[src/rtl/mem_port_arbiter.sv]
// Round-robin arbiter sharing one fixed-latency memory bus between fetch (I) and load/store (D) ports.
// Latency: grant in IDLE, WAIT_STATES+1 bus cycles, registered ack one cycle later; requests wait while busy.
module mem_port_arbiter #(
  parameter int AW          = 32,
  parameter int DW          = 32,
  parameter int WAIT_STATES = 2
) (
  input  logic            clk,
  input  logic            rst_n,
  input  logic            i_req,
  input  logic [AW-1:0]   i_addr,
  output logic            i_ack,
  output logic [DW-1:0]   i_rdata,
  input  logic            d_req,
  input  logic            d_we,
  input  logic [AW-1:0]   d_addr,
  input  logic [DW-1:0]   d_wdata,
  input  logic [DW/8-1:0] d_be,
  output logic            d_ack,
  output logic [DW-1:0]   d_rdata,
  output logic            mem_en,
  output logic            mem_we,
  output logic [AW-1:0]   mem_addr,
  output logic [DW-1:0]   mem_wdata,
  output logic [DW/8-1:0] mem_be,
  input  logic [DW-1:0]   mem_rdata,
  output logic            busy
);

  localparam int BW = DW / 8;
  localparam int CW = (WAIT_STATES < 1) ? 1 : $clog2(WAIT_STATES + 1);

  typedef enum logic [1:0] {
    IDLE   = 2'd0,
    ACCESS = 2'd1,
    RESP   = 2'd2
  } state_t;

  state_t        state;
  state_t        state_nxt;
  logic [CW-1:0] cnt;
  logic          last_d;   // last grant went to D, so I wins the next tie
  logic          cur_d;    // owner of the access in flight
  logic          grant_i;
  logic          grant_d;
  logic [DW-1:0] rdata;

  assign i_rdata = rdata;
  assign d_rdata = rdata;

  always_comb begin
    state_nxt = state;
    grant_i   = 1'b0;
    grant_d   = 1'b0;
    case (state)
      IDLE: begin
        if (d_req && (!i_req || !last_d)) begin
          grant_d   = 1'b1;
          state_nxt = ACCESS;
        end else if (i_req) begin
          grant_i   = 1'b1;
          state_nxt = ACCESS;
        end
      end
      ACCESS: begin
        if (cnt == '0) state_nxt = RESP;
      end
      RESP:    state_nxt = IDLE;
      default: state_nxt = IDLE;
    endcase
  end

  always_ff @(posedge clk or negedge rst_n) begin
    if (!rst_n) state <= IDLE;
    else        state <= state_nxt;
  end

  always_ff @(posedge clk or negedge rst_n) begin
    if (!rst_n) begin
      cnt       <= '0;
      last_d    <= 1'b0;
      cur_d     <= 1'b0;
      rdata     <= '0;
      i_ack     <= 1'b0;
      d_ack     <= 1'b0;
      mem_en    <= 1'b0;
      mem_we    <= 1'b0;
      mem_addr  <= '0;
      mem_wdata <= '0;
      mem_be    <= '0;
      busy      <= 1'b0;
    end else begin
      i_ack <= 1'b0;
      d_ack <= 1'b0;
      busy  <= (state_nxt != IDLE);
      case (state)
        IDLE: begin
          if (grant_i || grant_d) begin
            mem_en <= 1'b1;
            cnt    <= CW'(WAIT_STATES);
            last_d <= grant_d;
            cur_d  <= grant_d;
            if (grant_d) begin
              mem_we    <= d_we;
              mem_addr  <= d_addr;
              mem_wdata <= d_wdata;
              mem_be    <= d_be;
            end else begin
              mem_we   <= 1'b0;
              mem_addr <= i_addr;
              mem_be   <= {BW{1'b1}};
            end
          end
        end
        ACCESS: begin
          if (cnt != '0) begin
            cnt <= cnt - 1'b1;
          end else begin
            // Last bus cycle: read data is valid now; stores leave rdata alone.
            mem_en <= 1'b0;
            mem_we <= 1'b0;
            if (!mem_we) rdata <= mem_rdata;
            if (cur_d) d_ack <= 1'b1;
            else       i_ack <= 1'b1;
          end
        end
        default: ;
      endcase
    end
  end

endmodule

[config.mk]
export PLATFORM = sky130hd
export DESIGN_NAME = mem_port_arbiter
export DESIGN_NICKNAME = d
export VERILOG_FILES = /design/src/rtl/mem_port_arbiter.sv
export SDC_FILE = /design/constraint.sdc
export NUM_CORES = 1
export LEC_CHECK = 0
export CELL_PAD_IN_SITES_DETAIL_PLACEMENT = 1
export CELL_PAD_IN_SITES_GLOBAL_PLACEMENT = 1
export CORE_AREA = 2 2 141 143
export DETAILED_ROUTE_END_ITERATION = 6
export DIE_AREA = 0 0 143 145
export GPL_TIMING_DRIVEN = 0
export PLACE_DENSITY = 0.8
export SYNTH_ARGS = -nofsm -noshare
export SYNTH_HDL_FRONTEND = slang
export SYNTH_SLANG_ARGS = --single-unit
[constraint.sdc]
create_clock -name clk -period 1.7 [get_ports clk]
set_clock_uncertainty 0.15 [all_clocks]
set_input_delay 0.255 -clock clk [delete_from_list [all_inputs] [get_ports clk]]
set_output_delay 0.255 -clock clk [all_outputs]
set_load 0.005 [all_outputs]
* After elaboration in Yosys (flattened, before gate mapping)
Index checks and enable logic that the tools add are counted.
** Operators by class
- Add/subtract/negate cells :: 1
- Multipliers :: 0
- Div/mod/pow operators :: 0
- Order comparisons :: 0
- Eq/ne operators :: 4
- Shift-type cells :: 0
- Multiplexer cells :: 26
- Bitwise gates (word level) :: 2
- Reduce and logical (&&, ||, !) cells :: 15
** Operators with widths (number)
- $mux W32 :: 1
- $mux W1 :: 15
- $reduce_and A3 Y1 :: 4
- $mux W2 :: 5
- $pmux W2 S2 :: 2
- $ne A2 B2 Y1 const B :: 3
- $reduce_bool A2 Y1 :: 3
- $logic_not A2 Y1 :: 2
- $mux W4 :: 1
- $pmux W1 S2 :: 2
- $eq A2 B1 Y1 const B :: 1
- $logic_not A1 Y1 :: 2
- $logic_or A1 B1 Y1 :: 2
- $not A1 Y1 :: 2
- $reduce_and A2 Y1 :: 1
- $sub A2 B1 Y2 const B :: 1
- $logic_and A1 B1 Y1 :: 1
** Storage, ports and cells
- Register bits :: 110
- Bits in latches :: 0
- RAM bits :: 0
- ROM bits :: 0
- Bits of input ports :: 137
- Output and inout bits :: 137
- Memories :: 0

* Logic depth before layout (Yosys ltp)
Gate-level depths: netlist of the first run.
- Word-level depth :: 8
- Gate-level depth with buffers :: 6
- Mapped depth without buffers :: 5

* Worst setup path before layout of the first run
OpenSTA, ideal clock, no wires.
- Path kind :: reg-to-reg
- From :: register cnt[0]
- To :: register rdata[10] (netlist: d_rdata[10])
- Setup time :: 127 ps
- Data arrival time :: 1417 ps
- Slack :: 5 ps
- Stages on the path, launching flop included :: 7
- Buffers on the path :: 1
- Period minus slack after synthesis :: 1695 ps
- Path through :: dfrtp_1 > inv_1 > ha_1 > nand3b_1 > nor2_4 > buf_6 > mux2_1
** On the way
- Longest elaborated chain between the ends :: 3
** Ends and longest elaborated chain
- start, declared :: RTL line 41 : logic [CW-1:0] cnt;
- start signal, assigned :: RTL line 100 : cnt <= CW'(WAIT_STATES);
- start signal, assigned :: RTL line 117 : cnt <= cnt - 1'b1;
- $reduce_bool A2 Y1 :: RTL line 116 : if (cnt != '0) begin
- $not A1 Y1 (no source line)
- $reduce_and A3 Y1 (no source line)
- end signal, assigned :: RTL line 122 : if (!mem_we) rdata <= mem_rdata;
- end, declared :: RTL line 46 : logic [DW-1:0] rdata;
No other way between the ends.
A chain may end at the register's enable or synchronous reset.

* Final worst setup path of the first run
- From :: register cnt[0]
- To :: register rdata[20] (netlist: d_rdata[20])
Same word-level chain as after synthesis.

==> run metrics, run 1 <==
YS warnings=0; cell area after synthesis=0.005324 mm2; clk slew on worst S/H paths=about 0.07 ns; EDFF count, synth=0; CP endpoint kind=flop; Nets=859; flops & latches, synth=110; drt via density=4.348; vias=4,300; number of buffers and inverters on the critical path=3; Internal=11.38 mW; Chip Width=around 140 um; worst slew pin tran=0.6546 ns; Synth Area in Compound Gates=17.20%; mean routed wirelength per cell=17.73 um; share of cells above drive strength 1=28.31%; max-cap violations=0; largest net degree at the start of global routing=65; period utilisation layout=103.0%; Synth Area in Adders=less than 1%; Synth cell types=33; RSZ-0062 raised after global routing=true; Place WS=-0.4927 ns; multiplexer share of the synthesized area=15.51%; worst endpoint required time=1.78 ns; via count of the first global-routing pass=between 4k and 5k; Synth-to-Final Area Change=74.15%; Final Worst Setup Slack=-0.05091 ns; Placement Rows=51; Finished Layout Cells=slightly below 1k; Iter 0 DRT Violations=98; largest family of logic cells by synthesized area=compound AO/OA/AOI/OAI gates; CTS root buf=clkbuf_16; post-synthesis sequential area ratio=roughly half; DRC viols=0; worst-path cell chain=inv_2 > ha_4 > nand3b_1 > nor2_4 > buf_12 > clkbuf_16 > mux2_4; IO buf count=273; drt pass-1 iters=4; first-pass GRT wire length=around 27,000 um; syn_nets=534; core area=0.01921 mm2; Starting Density=27.72%; Inst Count DP=934; Crit Path Max Fanout=7; Die Y=145 um; peak supply drop=0.6097 mV; WL final=17,540 um; Crit path largest cell delay=0.40 ns; gr usage total=about 16%; fin util=between 40% and 50%; die area=0.02074 mm2; Leakage=4.104 nW; Top Family by Delay on Critical Path=flip-flops; post-synthesis xor/xnor area fraction=0%; initial antenna violation count=0; clock network power share=between 10% and 20%; boundary pin count=274; fraction of registers with async set/reset=100.0%; top_reg_cell synth=dfrtp_1; combinational share of power=57.0%; diode count=0; number of routed nets with antenna violations=0; crit path DAT=1.83 ns; type of the tightest min-delay check=in2reg; Reg power frac=29.2%; post-synthesis simple-gate area fraction=6.651%; Synth Instances=395; later-pin clock latency in the skew report=between 0.3 and 0.4 ns; failing checks=setup timing; Final Hold Viols=0; Clock Path Buffers=2; Psw=~5.3 mW; fin crit period=approximately 1.8 ns; Sw Ratio=a little under a third; Crit Path Class=reg2reg; Power Dens Cells=1798 mW/mm2; H-tree depth=3; Slowest-stage cell, CP=dfrtp_1; clock buffer count from CTS=9; status=complete, but fails checks; routability cong.=0.7324; Final Setup Violations=32; GRT overflow=0; maximum clock frequency=571.1 MHz; sinks on the clock net=110; Max-slew headroom=56.36%; HPWL Detailed=12,740 um; Total Power=16.67 mW; CTS tree=built; Mean Syn Cell Area=13.48 um2; Startpoint Class=flop; pins over their slew limit=0
[cell usage after synthesis, types with 3 or more instances]
master / n / area share [%]
nand2_1: 69 / 4.9
buf_12: 3 / 1.1
clkbuf_1: 12 / 0.85
o22a_1: 4 / 0.66
a31oi_4: 30 / 12
mux2_1: 37 / 7.8
mux2_2: 3 / 0.63
dfrtp_1: 110 / 52
inv_1: 4 / 0.28
buf_4: 32 / 4.5
buf_6: 8 / 1.7
a21oi_1: 32 / 3.0
mux2_4: 25 / 7.1
nor2_1: 3 / 0.21
[power by group through the flow]
stage	clock network [mW]	registers [mW]	logic, mW
floorplan	0	4.84	4.06
global placement	0	4.81	8.40
detailed placement	0	4.90	8.64
CTS	2.39	4.88	9.26
global route	2.50	5.04	10.2
finish	2.30	4.87	9.50
[routing by layer]
metal	global-route usage (%)	vias up	routed length [um]
li1	-	1988	-
met1	19.78	2108	7077
met2	28.40	184	8885
met3	4.092	20	1242
met4	5.842	0	330
met5	0	-	0
[tightest hold or removal path: stages]
cell	delay, ns
clkdlybuf4s50_1	0.40
nand2_1	0.06
a31oi_1	0.07
[layout by cell type, fill, tap and decap left out, types with 3 or more instances in the layout]
master           count
clkdlybuf4s50_1    217
dfrtp_1            110
nand2_1             68
buf_4               63
mux2_4              51
dlygate4sd2_1       36
a21oi_1             32
a31oi_4             30
dlymetal6s2s_1      19
clkbuf_2            11
mux2_1              11
clkbuf_16           10
buf_6                8
buf_12               7
o22a_1               4
buf_8                4
nor2_1               3
mux2_2               3
inv_6                3
[state kept, by name, indices dropped and copies added, names as in the netlist]
signal     flops
busy           1
cnt            2
cur_d          1
d_ack          1
d_rdata       32
i_ack          1
mem_addr      32
mem_be         4
mem_en         1
mem_wdata     32
mem_we         1
state          2
[final cells by class]
type | instances | area [um2]
repair buffers | 314 | 3136
clock inverters | 6 | 93.84
well taps | 265 | 331.6
clock buffers | 9 | 225.2
plain buffers | 55 | 475.5
multi-input cells | 226 | 2242
fillers | 2008 | 9936
flip-flops and latches | 110 | 2753
inverters | 4 | 15.01
[metrics by stage]
| step | TNS (ns) | cell area (um2) | hold slack (ns) |
|---|---|---|---|
| 3_3_place_gp | -473.01 | 8388 | 0.3262 |
| 2_1_floorplan | 0 | 5324 | -0.1906 |
| 4_1_cts | -1.864 | 9056 | 0.3019 |
| 5_1_grt | -3.137 | 9271 | 0.3317 |
| 3_5_place_dp | -36.60 | 8413 | 0.1746 |
| 6_report | -1.077 | 9271 | 0.3215 |
[repair_timing]
action | in CTS | in global routing
pin swaps | 4 | 3
hold buffers | 1 | 0
gates cloned | 2 | 1
setup endpoints to repair | 125 | 105
endpoints found under the hold margin | 46 | 0
gates resized for setup | 85 | 32
buffers inserted | 23 | 14
[path summary, 6_finish.rpt]
check                      startpoint            end  slack, ns  cells after the start
setup / recovery               cnt[0]    d_rdata[20]      -0.05                      7
hold reg to reg                mem_en         mem_en       0.35                      2
setup reg to reg               cnt[0]    d_rdata[20]      -0.05                      7
min in group asynchronous       rst_n  mem_wdata[19]       0.33                      2
max in group asynchronous       rst_n          d_ack       0.30                      3
hold / removal              i_addr[0]    mem_addr[0]       0.32                      3
[kinds of logic after synthesis]
kind of cell	after synthesis
AOI/OAI and AO/OA	76
adders and majority gates	2
buffers and inverters	59
DFF	110
muxes	65
and+or+nand+nor	83
No activity file was read; power rests on OpenSTA's default activity.
==> inputs of run 2 (changes only) <==
Settings changed: HOLD_SLACK_MARGIN set to 0.12.
==> results of run 2 <==
Same layout as run 1: the final DEF is identical, and so are final timing and power.
==> inputs of run 3 (changes only) <==
Settings changed: CORE_AREA 2 2 141 143 to 2 2 135 150, DIE_AREA 0 0 143 145 to 0 0 137 152, PLACE_DENSITY 0.8 to 0.79.
==> run 3 against run 2 <==
Effect of this change:
- the flow still finishes with violations (setup timing)
- routed wire length is 2.7% lower
- register-to-register slack worse by 0.04 ns
- sequential share of layout area is 0.40 points higher
- setup slack worse by 0.043 ns
- power is 1.1% lower
- worst hold slack better by 0.0030 ns
- die area is 0.43% higher
- global-route usage is 0.29 points lower
- clock power is 2% higher
- sequential power hardly changed
- final cell count is 2.3% lower
- maximum frequency is 2.4% lower
- critical endpoint is now d_rdata[29]
- largest power group unchanged
==> run metrics, run 3 (synthesis results as in run 1) <==
status=complete, but fails checks; failing checks=setup timing; Setup crit start=cnt[0]; Iter 0 DRT Violations=90 (-8.2%); drt via density=4.412 (+1.5%); Hold Crit Start=d_we; mean routed wirelength per cell=17.67 um (-0.33%); routability cong.=0.7613 (+3.9%); sinks on the clock net=110 (unchanged); die area=0.02082 mm2 (+0.43%); WL final=17,070 um (-2.7%); clock buffer count from CTS=9 (unchanged); initial antenna violation count=1 (+1); Finished Cell Area=0.009151 mm2 (-1.3%); Psw=5.239 mW (-0.99%); Sw Ratio=31.77% (about the same); DRC viols=0 (unchanged); type of the tightest min-delay check=in2reg; setup tns final=-2.269 ns (-1.192 ns); gr usage total=16.19% (-0.29 points); CP endpoint kind=flop; H-tree depth=3 (unchanged); clk slew on worst S/H paths=0.07 ns (about the same); clock network power share=14.2% (+0.4 points); Crit Path Max Fanout=10 (+3); RSZ-0062 raised after global routing=true; Clock Path Buffers=2 (unchanged); largest net degree at the start of global routing=61 (-6.2%); Placement Rows=54 (+5.9%); Startpoint Class=flop; core area=0.01946 mm2 (+1.3%); Worst R2R Start=cnt[0]; Leakage=4.033 nW (-1.7%); Die Y=152 um (+4.8%); vias=4,262 (-0.88%); Internal=11.25 mW (-1.1%); crit path DAT=1.87 ns (+0.04 ns); IO buf count=273 (unchanged); Power Dens Cells=1802 mW/mm2 (+0.23%); CTS tree=built; Final Worst Setup Slack=-0.09438 ns (-0.04347 ns); later-pin clock latency in the skew report=0.34 ns (about the same); max-cap violations=0 (unchanged); Hold WS=0.3246 ns (+0.003031 ns); CTS root buf=clkbuf_16; HPWL Detailed=13,120 um (+2.9%); first-pass GRT wire length=26,300 um (-1.5%); most frequent cells in the layout=clkdlybuf4s50_1 (222), dfrtp_1 (109), nand2_1 (69); combinational share of power=56.1% (-0.9 points); share of cells above drive strength 1=27.77% (-0.54 points); Chip Width=137 um (-4.2%); peak supply drop=0.7221 mV (+18%); placed cell area=0.008397 mm2 (-0.19%); Max-slew headroom=46.85% (-9.5 points); worst endpoint required time=1.78 ns (about the same); drt pass-1 iters=4 (unchanged); Starting Density=27.36% (-0.36 points); GRT overflow=0 (unchanged); period utilisation layout=105.6% (+2.6 points); number of routed nets with antenna violations=0 (unchanged); Final Hold Viols=0 (unchanged); boundary pin count=274 (unchanged); pins over their slew limit=0 (unchanged); Synth-to-Final Area Change=71.89%; worst slew pin tran=0.7972 ns (+0.1426 ns); Reg power frac=29.7% (+0.5 points); fin crit period=1.794 ns (+0.04347 ns); commonest non-fill, non-tap cell in the layout=clkdlybuf4s50_1; Nets=847 (-1.4%); via count of the first global-routing pass=4,801 (+2.6%); maximum clock frequency=557.3 MHz (-2.4%); Crit Path Class=reg2reg; Final Setup Violations=32 (unchanged); Total Power=16.49 mW (-1.1%)
[run 3: changes by cell type in the layout (fill, tap and decap cells not counted), sizes merged]
cell           previous run  this run
buf                      84        71
clkbuf                   21        23
clkdlybuf4s50           217       222
clkinv                    0         1
clkinvlp                  1         0
diode                     0         1
dlygate4sd2              36        35
dlymetal6s2s             19        15
[run 3: critical path, cell delays in order, from the launching register on]
cell      delay (ns)
dfrtp_1         0.39
inv_2           0.09
ha_4            0.14
nand3b_1        0.16
nor2_4          0.17
buf_12          0.14
buf_12          0.14
mux2_4          0.30
[run 3: cell type report]
type,instances,area [um2]
diodes,1,2.502
plain buffers,55,476.7
clock buffers,10,229.0
clock inverters,6,102.6
fillers,2006,10310
inverters,4,15.01
multi-input cells,226,2250
flip-flops and latches,110,2754
well taps,252,315.3
repair buffers,302,3007
[run 3: worst paths after layout]
kind	to	slack, ns	depth (start not counted)
worst max-delay path	d_rdata[29]	-0.09	7
worst min-delay path	mem_we	0.32	3
worst max register to register	d_rdata[29]	-0.09	7
worst min register to register	mem_en	0.34	2
max in group asynchronous	cur_d	0.28	3
min in group asynchronous	d_rdata[25]	0.39	2
[run 3: power groups by stage]
stage                     clock network [mW]  logic (mW)  registers (mW)
after CTS                               2.43        9.20            4.89
after floorplan                            0        4.06            4.84
final                                   2.35        9.25            4.89
after global placement                     0        8.42            4.82
after global routing                    2.51        9.98            5.08
after detailed placement                   0        8.69            4.92
[run 3: timing repair]
item                                    4_1_cts  5_1_grt
hold buffers                                  1        0
pin swaps                                     3        2
gates cloned                                  1        1
setup buffers                                16       11
endpoints found under the setup margin      123       76
gates resized for setup                      79       32
hold endpoints to repair                     59        0
[run 3: routing by layer]
layer,vias up,track usage [%],wire length (um)
met5,-,0,0
met4,0,4.173,239
met3,18,4.137,1267
met2,178,30.59,9272
met1,2110,17.57,6293
li1,1956,-,-
[run 3: stage by stage]
| stage | instances | worst slack (ns) | util (%) |
|---|---|---|---|
| 5_1_grt | 966 | -0.1768 | 47.03 |
| 3_3_place_gp | 920 | -3.992 | 43.02 |
| 4_1_cts | 955 | -0.1379 | 46.27 |
| 3_5_place_dp | 921 | -0.5010 | 43.15 |
| 2_1_floorplan | 395 | 0.005397 | - |
| 6_report | 966 | -0.09438 | 47.03 |
